File: src/rtl/axis_burst_decimator.sv
// axis_burst_decimator
// Triggered accumulate-and-dump decimator. A rising trigger edge starts a
// capture of a programmed number of output words. Each word is the wrapped
// sum of a programmed number of consecutive signed input samples. Words are
// presented on an AXI4-Stream master port. The input is never stalled: a
// word that finds the output register occupied is dropped and flagged.
module axis_burst_decimator #(
    parameter int S_AXIS_TDATA_WIDTH = 16,
    parameter int M_AXIS_TDATA_WIDTH = 32,
    parameter int CNTR_WIDTH         = 32,
    parameter int DEC_WIDTH          = 16
) (
    input  logic                          aclk,
    input  logic                          aresetn,
    input  logic [CNTR_WIDTH-1:0]         cfg_length,
    input  logic [DEC_WIDTH-1:0]          cfg_decim,
    input  logic                          trigger,
    output logic                          busy,
    output logic                          overflow,
    output logic [CNTR_WIDTH-1:0]         sts_count,
    output logic                          s_axis_tready,
    input  logic [S_AXIS_TDATA_WIDTH-1:0] s_axis_tdata,
    input  logic                          s_axis_tvalid,
    input  logic                          m_axis_tready,
    output logic [M_AXIS_TDATA_WIDTH-1:0] m_axis_tdata,
    output logic                          m_axis_tvalid
);

    typedef enum logic [1:0] {
        ST_IDLE    = 2'd0,
        ST_CAPTURE = 2'd1,
        ST_DRAIN   = 2'd2
    } state_t;

    state_t                        state_reg;
    logic                          trig_q;
    logic                          tready_reg;
    logic                          busy_reg;
    logic                          overflow_reg;
    logic [CNTR_WIDTH-1:0]         len_reg;
    logic [CNTR_WIDTH-1:0]         count_reg;
    logic [DEC_WIDTH-1:0]          decim_reg;
    logic [DEC_WIDTH-1:0]          sample_cnt_reg;
    logic [M_AXIS_TDATA_WIDTH-1:0] acc_reg;
    logic [M_AXIS_TDATA_WIDTH-1:0] tdata_reg;
    logic                          tvalid_reg;

    logic [M_AXIS_TDATA_WIDTH-1:0] sample_ext;
    logic [M_AXIS_TDATA_WIDTH-1:0] acc_next;
    logic [DEC_WIDTH-1:0]          sample_cnt_next;
    logic [CNTR_WIDTH-1:0]         count_next;
    logic [DEC_WIDTH-1:0]          decim_eff;
    logic                          trig_edge;
    logic                          word_done;
    logic                          out_free;

    // Sign-extend the input sample bit by bit to the accumulator width;
    // works unchanged when both widths are equal.
    genvar gi;
    generate
        for (gi = 0; gi < M_AXIS_TDATA_WIDTH; gi++) begin : g_sext
            if (gi < S_AXIS_TDATA_WIDTH) begin : g_copy
                assign sample_ext[gi] = s_axis_tdata[gi];
            end else begin : g_sign
                assign sample_ext[gi] = s_axis_tdata[S_AXIS_TDATA_WIDTH-1];
            end
        end
    endgenerate

    // Datapath helpers: running sum, counters, edge detect and output-slot status.
    always_comb begin
        acc_next        = acc_reg + sample_ext;
        sample_cnt_next = sample_cnt_reg + 1'b1;
        count_next      = count_reg + 1'b1;
        decim_eff       = (cfg_decim == '0) ? {{(DEC_WIDTH-1){1'b0}}, 1'b1} : cfg_decim;
        trig_edge       = trigger & ~trig_q;
        word_done       = (sample_cnt_next == decim_reg);
        // Slot can take a new word when empty or being emptied this cycle.
        out_free        = ~tvalid_reg | m_axis_tready;
    end

    // Control FSM plus accumulator, counters and output register.
    always_ff @(posedge aclk or negedge aresetn) begin
        if (!aresetn) begin
            state_reg      <= ST_IDLE;
            trig_q         <= 1'b0;
            tready_reg     <= 1'b0;
            busy_reg       <= 1'b0;
            overflow_reg   <= 1'b0;
            len_reg        <= '0;
            count_reg      <= '0;
            decim_reg      <= '0;
            sample_cnt_reg <= '0;
            acc_reg        <= '0;
            tdata_reg      <= '0;
            tvalid_reg     <= 1'b0;
        end else begin
            tready_reg <= 1'b1;
            trig_q     <= trigger;

            // An accepted word empties the slot unless a new word refills it below.
            if (tvalid_reg && m_axis_tready) begin
                tvalid_reg <= 1'b0;
            end

            case (state_reg)
                ST_IDLE: begin
                    if (trig_edge && (cfg_length != '0)) begin
                        state_reg      <= ST_CAPTURE;
                        busy_reg       <= 1'b1;
                        len_reg        <= cfg_length;
                        decim_reg      <= decim_eff;
                        acc_reg        <= '0;
                        sample_cnt_reg <= '0;
                        count_reg      <= '0;
                        overflow_reg   <= 1'b0;
                    end
                end

                ST_CAPTURE: begin
                    if (s_axis_tvalid) begin
                        if (word_done) begin
                            acc_reg        <= '0;
                            sample_cnt_reg <= '0;
                            count_reg      <= count_next;
                            if (out_free) begin
                                tvalid_reg <= 1'b1;
                                tdata_reg  <= acc_next;
                            end else begin
                                overflow_reg <= 1'b1;
                            end
                            if (count_next == len_reg) begin
                                state_reg <= ST_DRAIN;
                            end
                        end else begin
                            acc_reg        <= acc_next;
                            sample_cnt_reg <= sample_cnt_next;
                        end
                    end
                end

                ST_DRAIN: begin
                    if (out_free) begin
                        state_reg <= ST_IDLE;
                        busy_reg  <= 1'b0;
                    end
                end

                default: begin
                    state_reg <= ST_IDLE;
                    busy_reg  <= 1'b0;
                end
            endcase
        end
    end

    assign s_axis_tready = tready_reg;
    assign busy          = busy_reg;
    assign overflow      = overflow_reg;
    assign sts_count     = count_reg;
    assign m_axis_tdata  = tdata_reg;
    assign m_axis_tvalid = tvalid_reg;

endmodule

File: config.mk
export PLATFORM = sky130hd
export DESIGN_NAME = axis_burst_decimator
export DESIGN_NICKNAME = d
export VERILOG_FILES = /design/src/rtl/axis_burst_decimator.sv
export SDC_FILE = /design/constraint.sdc
export NUM_CORES = 1
export LEC_CHECK = 0
export CORE_MARGIN = 2
export CORE_UTILIZATION = 35
export DETAILED_ROUTE_END_ITERATION = 8
export GPL_ROUTABILITY_DRIVEN = 0
export MAX_ROUTING_LAYER = met4
export PLACE_DENSITY = 0.65
export SLEW_MARGIN = 20
export SYNTH_ARGS = -nofsm -noshare
export SYNTH_HDL_FRONTEND = slang
export SYNTH_SLANG_ARGS = --single-unit
export TNS_END_PERCENT = 10
File: constraint.sdc
create_clock -name aclk -period 4.74 [get_ports aclk]
set_input_delay 0.948 -clock aclk [delete_from_list [all_inputs] [get_ports aclk]]
set_output_delay 0.948 -clock aclk [all_outputs]
set_load 0.01 [all_outputs]
* Yosys cells after proc, flatten, opt, wreduce, memory -nomap -nowiden
Cells that the tools add are included.
** Operators by class
- Add/sub/neg operators :: 3
- $mul :: 0
- Divide/modulo/power cells :: 0
- $lt $le $gt $ge :: 0
- Equal/unequal tests :: 10
- Shift-type cells :: 0
- Multiplexer cells :: 31
- Bitwise logic cells :: 5
- Reductions and logical operators :: 13
** Operators by type and width (number)
- $mux W32 :: 5
- $pmux W32 S2 :: 2
- $mux W16 :: 4
- $add A32 B1 Y32 const B :: 1
- $add A32 B32 Y32 :: 1
- $eq A32 B32 Y1 :: 1
- $pmux W16 S2 :: 1
- $reduce_bool A32 Y1 :: 1
- $add A16 B1 Y16 const B :: 1
- $eq A16 B16 Y1 :: 1
- $logic_not A16 Y1 :: 1
- $ne A2 B2 Y1 const B :: 6
- $mux W1 :: 11
- $mux W2 :: 5
- $reduce_and A5 Y1 :: 2
- $reduce_and A4 Y1 :: 2
- $pmux W2 S3 :: 1
- $reduce_and A3 Y1 :: 2
- $not A1 Y1 :: 3
- $pmux W1 S3 :: 1
- $eq A2 B1 Y1 const B :: 1
- $eq A2 B2 Y1 const B :: 1
- $logic_and A1 B1 Y1 :: 2
- $logic_not A2 Y1 :: 1
- 5 further kinds :: 5
** Word-level totals
- Register bits after elaboration :: 167
- Latch bits :: 0
- RAM bits :: 0
- ROM bits :: 0
- Output and inout port bits :: 68
- Logic and storage cells :: 74
- Memories :: 0

* Longest topological paths before layout
Gate-level depths: netlist of run 1.
- Depth after elaboration :: 6
- Gate-level depth with buffers :: 12
- Gate-level depth less buffers :: 12

* Worst setup path after synthesis of run 1
No wires, ideal clock.
- Kind :: input port to flip-flop
- From :: input s_axis_tdata[0]
- To :: register acc_reg[28]
- Library setup time :: 0.122 ns
- Arrival :: 3.304 ns
- Required time :: 4.618 ns
- Slack :: 1.314 ns
- Stages :: 12
- Path buffers :: 0
- Cell sequence :: ha_1 > inv_1 > fa_1 > nand2b_1 > o2bb2ai_1 > a21oi_1 > a21oi_1 > nor2_1 > o41a_1 > o21a_1 > or3_1 > a32o_1
** On the way
- Longest elaborated chain between the ends :: 4
** RTL lines
- start: declaration :: RTL line 22 : input logic [S_AXIS_TDATA_WIDTH-1:0] s_axis_tdata,
- $add A32 B32 Y32 :: RTL line 72 : acc_next = acc_reg + sample_ext;
- $mux W32 :: RTL line 122 : if (word_done) begin
- $mux W32 :: RTL line 121 : if (s_axis_tvalid) begin
- $pmux W32 S2 :: RTL line 106 : case (state_reg)
- end signal: assignment :: RTL line 136 : acc_reg <= acc_next;
- end: declaration :: RTL line 44 : logic [M_AXIS_TDATA_WIDTH-1:0] acc_reg;
Every way passes these cells. The select of a mux whose other input is x is not followed.
A chain may end at the register's enable or synchronous reset.

* Final worst setup path of run 1
- From :: register sample_cnt_reg[0]
- To :: register tdata_reg[24], in the netlist m_axis_tdata[24]
** On the way
- Longest elaborated chain between the ends :: 3
** RTL lines
- start: declaration :: RTL line 43 : logic [DEC_WIDTH-1:0] sample_cnt_reg;
- start signal: assignment :: RTL line 137 : sample_cnt_reg <= sample_cnt_next;
- $add A16 B1 Y16 :: RTL line 73 : sample_cnt_next = sample_cnt_reg + 1'b1;
- $eq A16 B16 Y1 :: RTL line 77 : word_done = (sample_cnt_next == decim_reg);
- $reduce_and A4 Y1 (no source line)
- end signal: assignment :: RTL line 128 : tdata_reg <= acc_next;
- end: declaration :: RTL line 45 : logic [M_AXIS_TDATA_WIDTH-1:0] tdata_reg;
Every way passes these cells.

==> results of run 1 <==
where the power goes:
| group | internal [uW] | leakage (uW) | switching [uW] |
|---|---|---|---|
| sequential | 1670 | 0.00213 | 212 |
| clock | 766 | 0.000282 | 671 |
| combinational | 881 | 0.00275 | 1070 |
| total | 3320 | 0.00516 | 1950 |
layer usage:
layer / global-route usage [%] / vias to the layer above / share of wire, %
li1: - / 4236 / -
met1: 27.0 / 4278 / 48
met2: 28.8 / 276 / 46
met5: - / - / 0
met3: 3.00 / 29 / 4.9
met4: 5.49 / 0 / 1.8
path summary, 6_finish.rpt:
| kind | start | end | slack [ps] | cells past startpoint |
|---|---|---|---|---|
| max in group asynchronous | aresetn | sample_cnt_reg[10]$_DFFE_PN0P_ | 3150 | 2 |
| setup / recovery | sample_cnt_reg[0]$_DFFE_PN0P_ | m_axis_tdata[24]$_DFFE_PN0P_ | 730 | 9 |
| setup reg to reg | sample_cnt_reg[0]$_DFFE_PN0P_ | m_axis_tdata[24]$_DFFE_PN0P_ | 730 | 9 |
| hold reg to reg | m_axis_tdata[3]$_DFFE_PN0P_ | m_axis_tdata[3]$_DFFE_PN0P_ | 480 | 2 |
| min in group asynchronous | aresetn | m_axis_tdata[21]$_DFFE_PN0P_ | 620 | 1 |
| hold / removal | m_axis_tdata[3]$_DFFE_PN0P_ | m_axis_tdata[3]$_DFFE_PN0P_ | 480 | 2 |
logic make-up after synthesis:
family | Yosys count | share of synthesized area (%)
AND/OR/NAND/NOR | 347 | 17.8
AO/OA/AOI/OAI | 306 | 19.4
flip-flops | 167 | 41.0
XOR/XNOR | 87 | 7.48
buffers and inverters | 82 | 3.40
multiplexers | 59 | 6.59
adder cells (fa/ha/maj) | 34 | 4.25
other | 1 | 0.0368
cell usage after synthesis (12+ instances only):
cell type / n / share of area [%]
ha_1: 33 / 4.1
dfrtp_1: 167 / 41
nand3_1: 32 / 1.6
clkbuf_1: 37 / 1.4
nand4_1: 22 / 1.4
nor2b_1: 17 / 1.0
nor2_1: 49 / 1.8
nor3_1: 18 / 0.88
xnor2_1: 52 / 4.5
nand2_1: 112 / 4.1
and2_1: 12 / 0.74
inv_1: 25 / 0.92
xor2_1: 35 / 3.0
and3_1: 14 / 0.86
buf_2: 12 / 0.59
o31ai_1: 55 / 4.1
nor4_1: 18 / 1.1
a21oi_1: 43 / 2.1
o21ai_0: 110 / 5.4
or3_1: 12 / 0.74
mux2_2: 53 / 5.9
stage by stage:
stage	utilization [%]	power [uW]	instance area, sq um	hold WS, ps
after floorplan	-	3290	10200	453
after global placement	41.6	3780	11900	461
after detailed placement	41.6	3830	11900	474
after CTS	43.7	5290	12500	490
after global routing	43.7	5630	12500	513
final	43.7	5270	12500	482
cell usage in the layout (no fill, tap or decap), types with 32 or more instances in the layout:
cell type / synthesis / final
xnor2_1: 52 / 52
xor2_1: 35 / 35
dfrtp_1: 167 / 167
o21ai_0: 110 / 110
o31ai_1: 55 / 55
ha_1: 33 / 33
nand3_1: 32 / 32
a21oi_1: 43 / 43
mux2_2: 53 / 53
clkdlybuf4s50_1: 0 / 135
nand2_1: 112 / 112
nor2_1: 49 / 49
worst max-delay path, cell delays in order, from the launching register on:
cell     delay (ps)
dfrtp_1         470
ha_1            360
nand4_2         230
or3_1           370
o311a_1         290
a211o_1         280
nand2_1         100
nand4_4         210
or4_2          1100
mux2_4          460
final cells by class:
type	instances	share of cell area, %
timing repair buffer	155	12.1
multi-input combinational	834	45.2
clock buffer	18	3.50
inverter	25	0.748
tap	384	3.83
clock inverter	14	1.27
sequential	167	33.3
==> flow_metrics.env, run 1 <==
export IMPL_clk_pin_slew_ps=80
export IMPL_place_worst_setup_slack_ps=418
export IMPL_numClockSinks=167
export IMPL_ys_ff_latch=167
export IMPL_async_flop_share_pct=100
export IMPL_worstSetupEndpointType="flop"
export IMPL_start_util_pct=35.5
export IMPL_die_w_microns=175
export IMPL_syn_nets=1186
export IMPL_clk_latency_ps=430
export IMPL_clock_skew_ps=19.0
export IMPL_finalSetupViolCount=0
export IMPL_cts_buffers=17
export IMPL_nets=1303
export IMPL_synth_edf_count=0
export IMPL_dieArea_sq_um=30500
export IMPL_die_y_microns=175
export IMPL_routed_via_count=8819
export IMPL_finalHoldViolCount=0
export IMPL_seq_area_sq_um=4180
export IMPL_ys_seq_area_share_pct=41.0
export IMPL_cap_violations=0
export IMPL_fin_cells=1597
export IMPL_core_sq_um=28700
export IMPL_drtPass1Iterations=7
export IMPL_viasPerCell=5.52
export IMPL_period_minus_slack_ps=4010
export IMPL_n_antenna_cell=0
export IMPL_syn_avg_cell_area_sq_um=9.41
export IMPL_antenna_found_initial=0
export IMPL_fillCellCount=2805
export IMPL_status="finished, final reports clean"
export IMPL_critPathLaunchType="flop"
export IMPL_crit_arrival_ps=4320
export IMPL_fin_ws_ps=734
export IMPL_worst_pin_slew_ps=1060
export IMPL_maxSlewViolCount=0
export IMPL_setup_tns_final_ps=0
export IMPL_grt_pass1_vias=8462
export IMPL_wl_mm=28.2
export IMPL_syn_to_final_growth_pct=23.1
export IMPL_hp_class="flop to flop"
export IMPL_ioPinCount=137
export IMPL_detail_route_antenna_nets=0
export IMPL_layout_drive_gt1_share_pct=10.3
export IMPL_multi_input_area_sq_um=5670
export IMPL_peakVddDrop_mv=0.203
export IMPL_path_class="flop to flop"
export IMPL_dp_cells=1565
export IMPL_synthFlopType="dfrtp_1"
export IMPL_rsz0062_at_grt="false"
export IMPL_crit_fanout=55
export IMPL_grtUsageTotal_pct=19.2
export IMPL_port_buffers=136
export IMPL_postCtsSetupBuffers=0
export IMPL_grt_max_degree=107
export IMPL_drt_iter0_drc=672
export IMPL_required_ps=5050
export IMPL_grt_ovfl_total=0
export IMPL_slew_headroom_pct=29.0
export IMPL_drcViolationCount=0
export IMPL_p_leak_uw=0.00516
export IMPL_cts_resized=0
export IMPL_ys_warn_count=0
export IMPL_grt_pass1_wl_mm=45.9
export IMPL_fin_crit_sh_pct=84.5
export IMPL_hpwlAfterDp_mm=20.2
export IMPL_hold_buffers=0
export IMPL_post_drt_wl_per_cell_microns=17.7
export IMPL_p_per_area_nw_per_um2=420
export IMPL_max_freq_ghz=0.250
export IMPL_syn_cell_area_sq_um=10200
export IMPL_synth_distinct_cells=77
export IMPL_cts_tree="yes"
export IMPL_root_buffer="clkbuf_16"
export IMPL_htree_levels=4
export IMPL_netlist_instances=1083
export IMPL_rows=62
export IMPL_cts_max_path_buffers=2
Power figures use the tool's default switching activity.
==> run 2, diff against run 1 <==
clock period = 3.7 ns   (was 4.74 ns; I/O delays follow)
==> run 2 against run 1 <==
Sequential power up 28%. First-iteration DRC count down 6.0%. Count of clock-buffer cells in the layout down 1. Sequential share of layout area down 1.2 points. Cell area up 3.6%. Global-route usage up 0.33 points. Core utilization up 1.6 points. Clock skew down 0.74 ps. Clock power up 24%. Register-to-register slack worse by 530 ps. Critical endpoint is now acc_reg[18]$_DFFE_PN0P_. Largest cell class unchanged. Highest routed layer unchanged.
==> flow_metrics.env, run 2 (synthesis results as in run 1) <==
export IMPL_status="finished, final reports clean"
export IMPL_fin_cells=1651
export IMPL_worstSetupEndpointType="flop"
export IMPL_drcViolationCount=0
export IMPL_switching_share_pct=36.8
export IMPL_rsz0062_at_grt="false"
export IMPL_htree_levels=4
export IMPL_reg2reg_depth=11
export IMPL_critPathLaunchType="primary input"
export IMPL_numClockSinks=167
export IMPL_fin_crit_sh_pct=94.4
export IMPL_cts_buffers=17
export IMPL_drt_iter0_drc=632
export IMPL_cts_resized=0
export IMPL_cts_max_path_buffers=2
export IMPL_path_class="primary input to flop"
export IMPL_finalHoldViolCount=0
export IMPL_hp_class="primary input to async pin"
export IMPL_hold_buffers=0
export IMPL_viasPerCell=5.46
export IMPL_post_drt_wl_per_cell_microns=17.4
export IMPL_hpwlAfterDp_mm=20.9
export IMPL_detail_route_antenna_nets=0
export IMPL_antenna_found_initial=0
export IMPL_p_seq_share_pct=34.8
export IMPL_worst_pin_slew_ps=944
export IMPL_ioPinCount=137
export IMPL_final_cell_mix="167 x dfrtp_1, 135 x clkdlybuf4s50_1, 112 x nand2_1, 110 x o21ai_0, 67 x buf_4"
export IMPL_die_w_microns=175
export IMPL_seq_area_sq_um=4180
export IMPL_dieArea_sq_um=30500
export IMPL_p_per_area_nw_per_um2=532
export IMPL_clk_pin_slew_ps=80
export IMPL_max_freq_ghz=0.286
export IMPL_postCtsSetupBuffers=0
export IMPL_nets=1357
export IMPL_slew_headroom_pct=36.5
export IMPL_use_met3_pct=2.79
export IMPL_period_minus_slack_ps=3490
export IMPL_p_comb_share_pct=39.5
export IMPL_clock_skew_ps=18.2
export IMPL_placed_area_sq_um=12400
export IMPL_fillCellCount=2771
export IMPL_crit_fanout=3
export IMPL_required_ps=4050
export IMPL_place_worst_setup_slack_ps=-211
export IMPL_final_util_pct=45.3
export IMPL_start_util_pct=35.5
export IMPL_p_sw_uw=2550
export IMPL_layout_drive_gt1_share_pct=14.1
export IMPL_maxSlewViolCount=0
export IMPL_grt_max_degree=75
export IMPL_p_leak_uw=0.00546
export IMPL_clk_latency_ps=440
export IMPL_wl_mm=28.7
export IMPL_grtUsageTotal_pct=19.6
export IMPL_peakVddDrop_mv=0.253
export IMPL_grtUsageMet2_pct=29.9
export IMPL_grt_ovfl_total=0
export IMPL_p_clk_share_pct=25.7
export IMPL_fin_ws_ps=207
export IMPL_syn_to_final_growth_pct=27.5
export IMPL_grt_pass1_vias=8773
export IMPL_finalSetupViolCount=0
export IMPL_use_met1_pct=27.4
export IMPL_multi_input_area_sq_um=5670
export IMPL_n_antenna_cell=0
export IMPL_cts_tree="yes"
export IMPL_grt_pass1_wl_mm=46.9
export IMPL_core_sq_um=28700
export IMPL_final_common_cell="dfrtp_1"
export IMPL_cap_violations=0
export IMPL_root_buffer="clkbuf_16"
export IMPL_hold_slack_ps=330
export IMPL_grt_busiest_layer="met2"
export IMPL_crit_arrival_ps=3840
export IMPL_power_internal_uw=4370
export IMPL_routed_via_count=9011
export IMPL_final_area_sq_um=13000
export IMPL_drtPass1Iterations=6
export IMPL_rows=62
export IMPL_port_buffers=136
export IMPL_die_y_microns=175
export IMPL_dp_cells=1619
-- run 2: metal layers --
metal	vias to the layer above	part of all wire, %
li1	4341	-
met1	4381	49
met2	264	45
met3	25	4.8
met4	0	1.2
met5	-	0
-- run 2: power groups by stage --
stage	combinational (uW)	sequential, uW	clock (uW)
global placement	2660	2430	0
global route	3040	2450	1890
floorplan	1860	2350	0
CTS	2720	2410	1820
detailed placement	2700	2440	0
finish	2730	2410	1780
-- run 2: cell type report --
| type | instances | share of cell area (%) |
|---|---|---|
| multi-input combinational | 834 | 43.6 |
| clock buffer | 17 | 3.27 |
| timing repair buffer | 209 | 15.3 |
| clock inverter | 15 | 1.20 |
| sequential | 167 | 32.2 |
| inverter | 25 | 0.722 |
| tap | 384 | 3.70 |
-- run 2: final timing paths --
| kind | startpoint | end | slack (ps) |
|---|---|---|---|
| max in group asynchronous | aresetn | sts_count[1]$_DFFE_PN0P_ | 2570 |
| min in group aclk | m_axis_tdata[4]$_DFFE_PN0P_ | m_axis_tdata[4]$_DFFE_PN0P_ | 480 |
| setup reg to reg | sts_count[0]$_DFFE_PN0P_ | state_reg[0]$_DFFE_PN0P_ | 210 |
| hold / removal | aresetn | m_axis_tdata[21]$_DFFE_PN0P_ | 330 |
| hold reg to reg | m_axis_tdata[4]$_DFFE_PN0P_ | m_axis_tdata[4]$_DFFE_PN0P_ | 480 |
| setup / recovery | s_axis_tdata[0] | acc_reg[18]$_DFFE_PN0P_ | 210 |
-- run 2: per-stage QoR --
step                power [uW]  TNS [ps]
floorplan                 4210         0
global placement          5090     -1530
detailed placement        5140     -1220
finish                    6910         0
CTS                       6950         0
global route              7380         0
-- run 2: worst max-delay path, cell delays in order --
cell	delay (ps)
clkdlybuf4s50_1	480
ha_1	300
inv_1	90
fa_1	380
nand2b_1	160
o2bb2ai_1	150
buf_4	150
a211o_1	270
o21ai_0	280
a41o_1	260
a21o_1	140
a21oi_1	80
xor2_1	170
o31ai_1	190
==> run 3, diff against run 2 <==
CTS_BUF_LIST = sky130_fd_sc_hd__clkbuf_8   (was default)
==> run 3 against run 2 <==
Clock skew is 11 ps higher. Non-clock buffer count stayed put. Cell area shrank 1.5%. Die area is the same. Setup slack worse by 4.0 ps. Wire length is 1.0% lower. Critical path depth is 3 lower. Sequential power about the same. Via count down 0.12%.
==> flow_metrics.env, run 3 (synthesis results as in run 1) <==
export IMPL_p_comb_share_pct=42.2
export IMPL_drcViolationCount=0
export IMPL_drt_iter0_drc=618
export IMPL_viasPerCell=5.45
export IMPL_post_drt_wl_per_cell_microns=17.2
export IMPL_reg2reg_depth=11
export IMPL_numClockSinks=167
export IMPL_power_internal_uw=3970
export IMPL_max_freq_ghz=0.286
export IMPL_rr_startpoint="sts_count[0]$_DFFE_PN0P_"
export IMPL_final_cell_mix="167 x dfrtp_1, 135 x clkdlybuf4s50_1, 112 x nand2_1, 110 x o21ai_0, 67 x buf_4"
export IMPL_n_antenna_cell=0
export IMPL_hpwlAfterDp_mm=20.9
export IMPL_start_util_pct=35.5
export IMPL_fin_ws_ps=203
export IMPL_worstSetupEndpointType="flop"
export IMPL_die_y_microns=175
export IMPL_cap_violations=0
export IMPL_p_per_area_nw_per_um2=504
export IMPL_antenna_found_initial=0
export IMPL_clk_latency_ps=480
export IMPL_clock_skew_ps=29.3
export IMPL_hold_slack_ps=289
export IMPL_required_ps=4040
export IMPL_rows=62
export IMPL_cts_tree="yes"
export IMPL_period_minus_slack_ps=3500
export IMPL_critPathLaunchType="flop"
export IMPL_worst_pin_slew_ps=1060
export IMPL_grt_max_degree=75
export IMPL_switching_share_pct=38.5
export IMPL_postCtsSetupBuffers=0
export IMPL_rsz0062_at_grt="false"
export IMPL_cts_resized=0
export IMPL_p_sw_uw=2480
export IMPL_finalSetupViolCount=0
export IMPL_reg2reg_slack_ps=200
export IMPL_wl_mm=28.4
export IMPL_path_class="flop to flop"
export IMPL_clk_pin_slew_ps=110
export IMPL_cts_max_path_buffers=2
export IMPL_die_w_microns=175
export IMPL_finalHoldViolCount=0
export IMPL_nets=1357
export IMPL_grt_ovfl_total=0
export IMPL_grt_pass1_vias=8726
export IMPL_cts_buffers=17
export IMPL_routed_via_count=9000
export IMPL_syn_to_final_growth_pct=25.6
export IMPL_hold_buffers=0
export IMPL_p_seq_share_pct=37.3
export IMPL_dieArea_sq_um=30500
export IMPL_core_sq_um=28700
export IMPL_ioPinCount=137
export IMPL_peakVddDrop_mv=0.238
export IMPL_final_common_cell="dfrtp_1"
export IMPL_layout_drive_gt1_share_pct=14.1
export IMPL_hp_class="primary input to async pin"
export IMPL_htree_levels=4
export IMPL_port_buffers=136
export IMPL_p_clk_share_pct=20.5
export IMPL_fin_crit_sh_pct=94.5
export IMPL_crit_fanout=8
export IMPL_slew_headroom_pct=28.6
export IMPL_p_leak_uw=0.00537
export IMPL_fin_cells=1651
export IMPL_detail_route_antenna_nets=0
export IMPL_place_worst_setup_slack_ps=-211
export IMPL_root_buffer="clkbuf_8"
export IMPL_drtPass1Iterations=5
export IMPL_final_util_pct=44.6
export IMPL_status="finished, final reports clean"
export IMPL_grt_pass1_wl_mm=46.5
export IMPL_rr_endpoint="state_reg[0]$_DFFE_PN0P_"
export IMPL_crit_arrival_ps=3840
export IMPL_maxSlewViolCount=0
export IMPL_dp_cells=1619
export IMPL_grtUsageTotal_pct=19.4
## run 3: worst max-delay path by stage
stage                                  start                      endpoint  slack [ps]  depth (start not counted)
finish              sts_count[0]$_DFFE_PN0P_      state_reg[0]$_DFFE_PN0P_         200                         11
global route        sts_count[0]$_DFFE_PN0P_      state_reg[0]$_DFFE_PN0P_          10                         11
CTS                 sts_count[0]$_DFFE_PN0P_      state_reg[0]$_DFFE_PN0P_         250                         11
detailed placement           s_axis_tdata[0]       acc_reg[18]$_DFFE_PN0P_        -210                         14
global placement             s_axis_tdata[1]  m_axis_tdata[31]$_DFFE_PN0P_        -230                         12
floorplan                    s_axis_tdata[0]       acc_reg[28]$_DFFE_PN0P_         480                         12
## run 3: through the flow
stage	power, uW	TNS (ps)	area (sq um)
floorplan	4210	0	10200
global placement	5090	-1530	12400
detailed placement	5140	-1220	12400
CTS	6490	0	12800
global route	6920	0	12800
finish	6450	0	12800
## run 3: metal layers
layer,track usage [%],vias to the layer above,share of wire [%]
met5,-,-,0
met4,5.07,0,1.6
met3,2.98,35,5.2
met2,29.3,263,45
met1,27.3,4368,48
li1,-,4334,-
## run 3: final cells by class
class,instances,area [sq um]
Fill cell,2800,15900
Multi-Input combinational cell,834,5670
Sequential cell,167,4180
Timing Repair Buffer,209,1990
Tap cell,384,480
Clock buffer,17,234
Clock inverter,15,156
Inverter,25,93.8
## run 3: critical path, stage by stage, from the launching register on
cell and delay, ps:
dfrtp_1 510, ha_1 360, and4_1 330, and3_1 280, nand4_1 260, nor3_1 330
o32ai_1 140, nor4_1 330, nand4_1 160, a2111oi_2 420, buf_4 180, a211oi_1 70
## run 3: power by group through the flow
stage	combinational [uW]	clock [uW]	sequential, uW
6_report	2720	1320	2400
5_1_grt	3040	1430	2450
4_1_cts	2720	1370	2400
3_5_place_dp	2700	0	2440
3_3_place_gp	2660	0	2430
2_1_floorplan	1860	0	2350
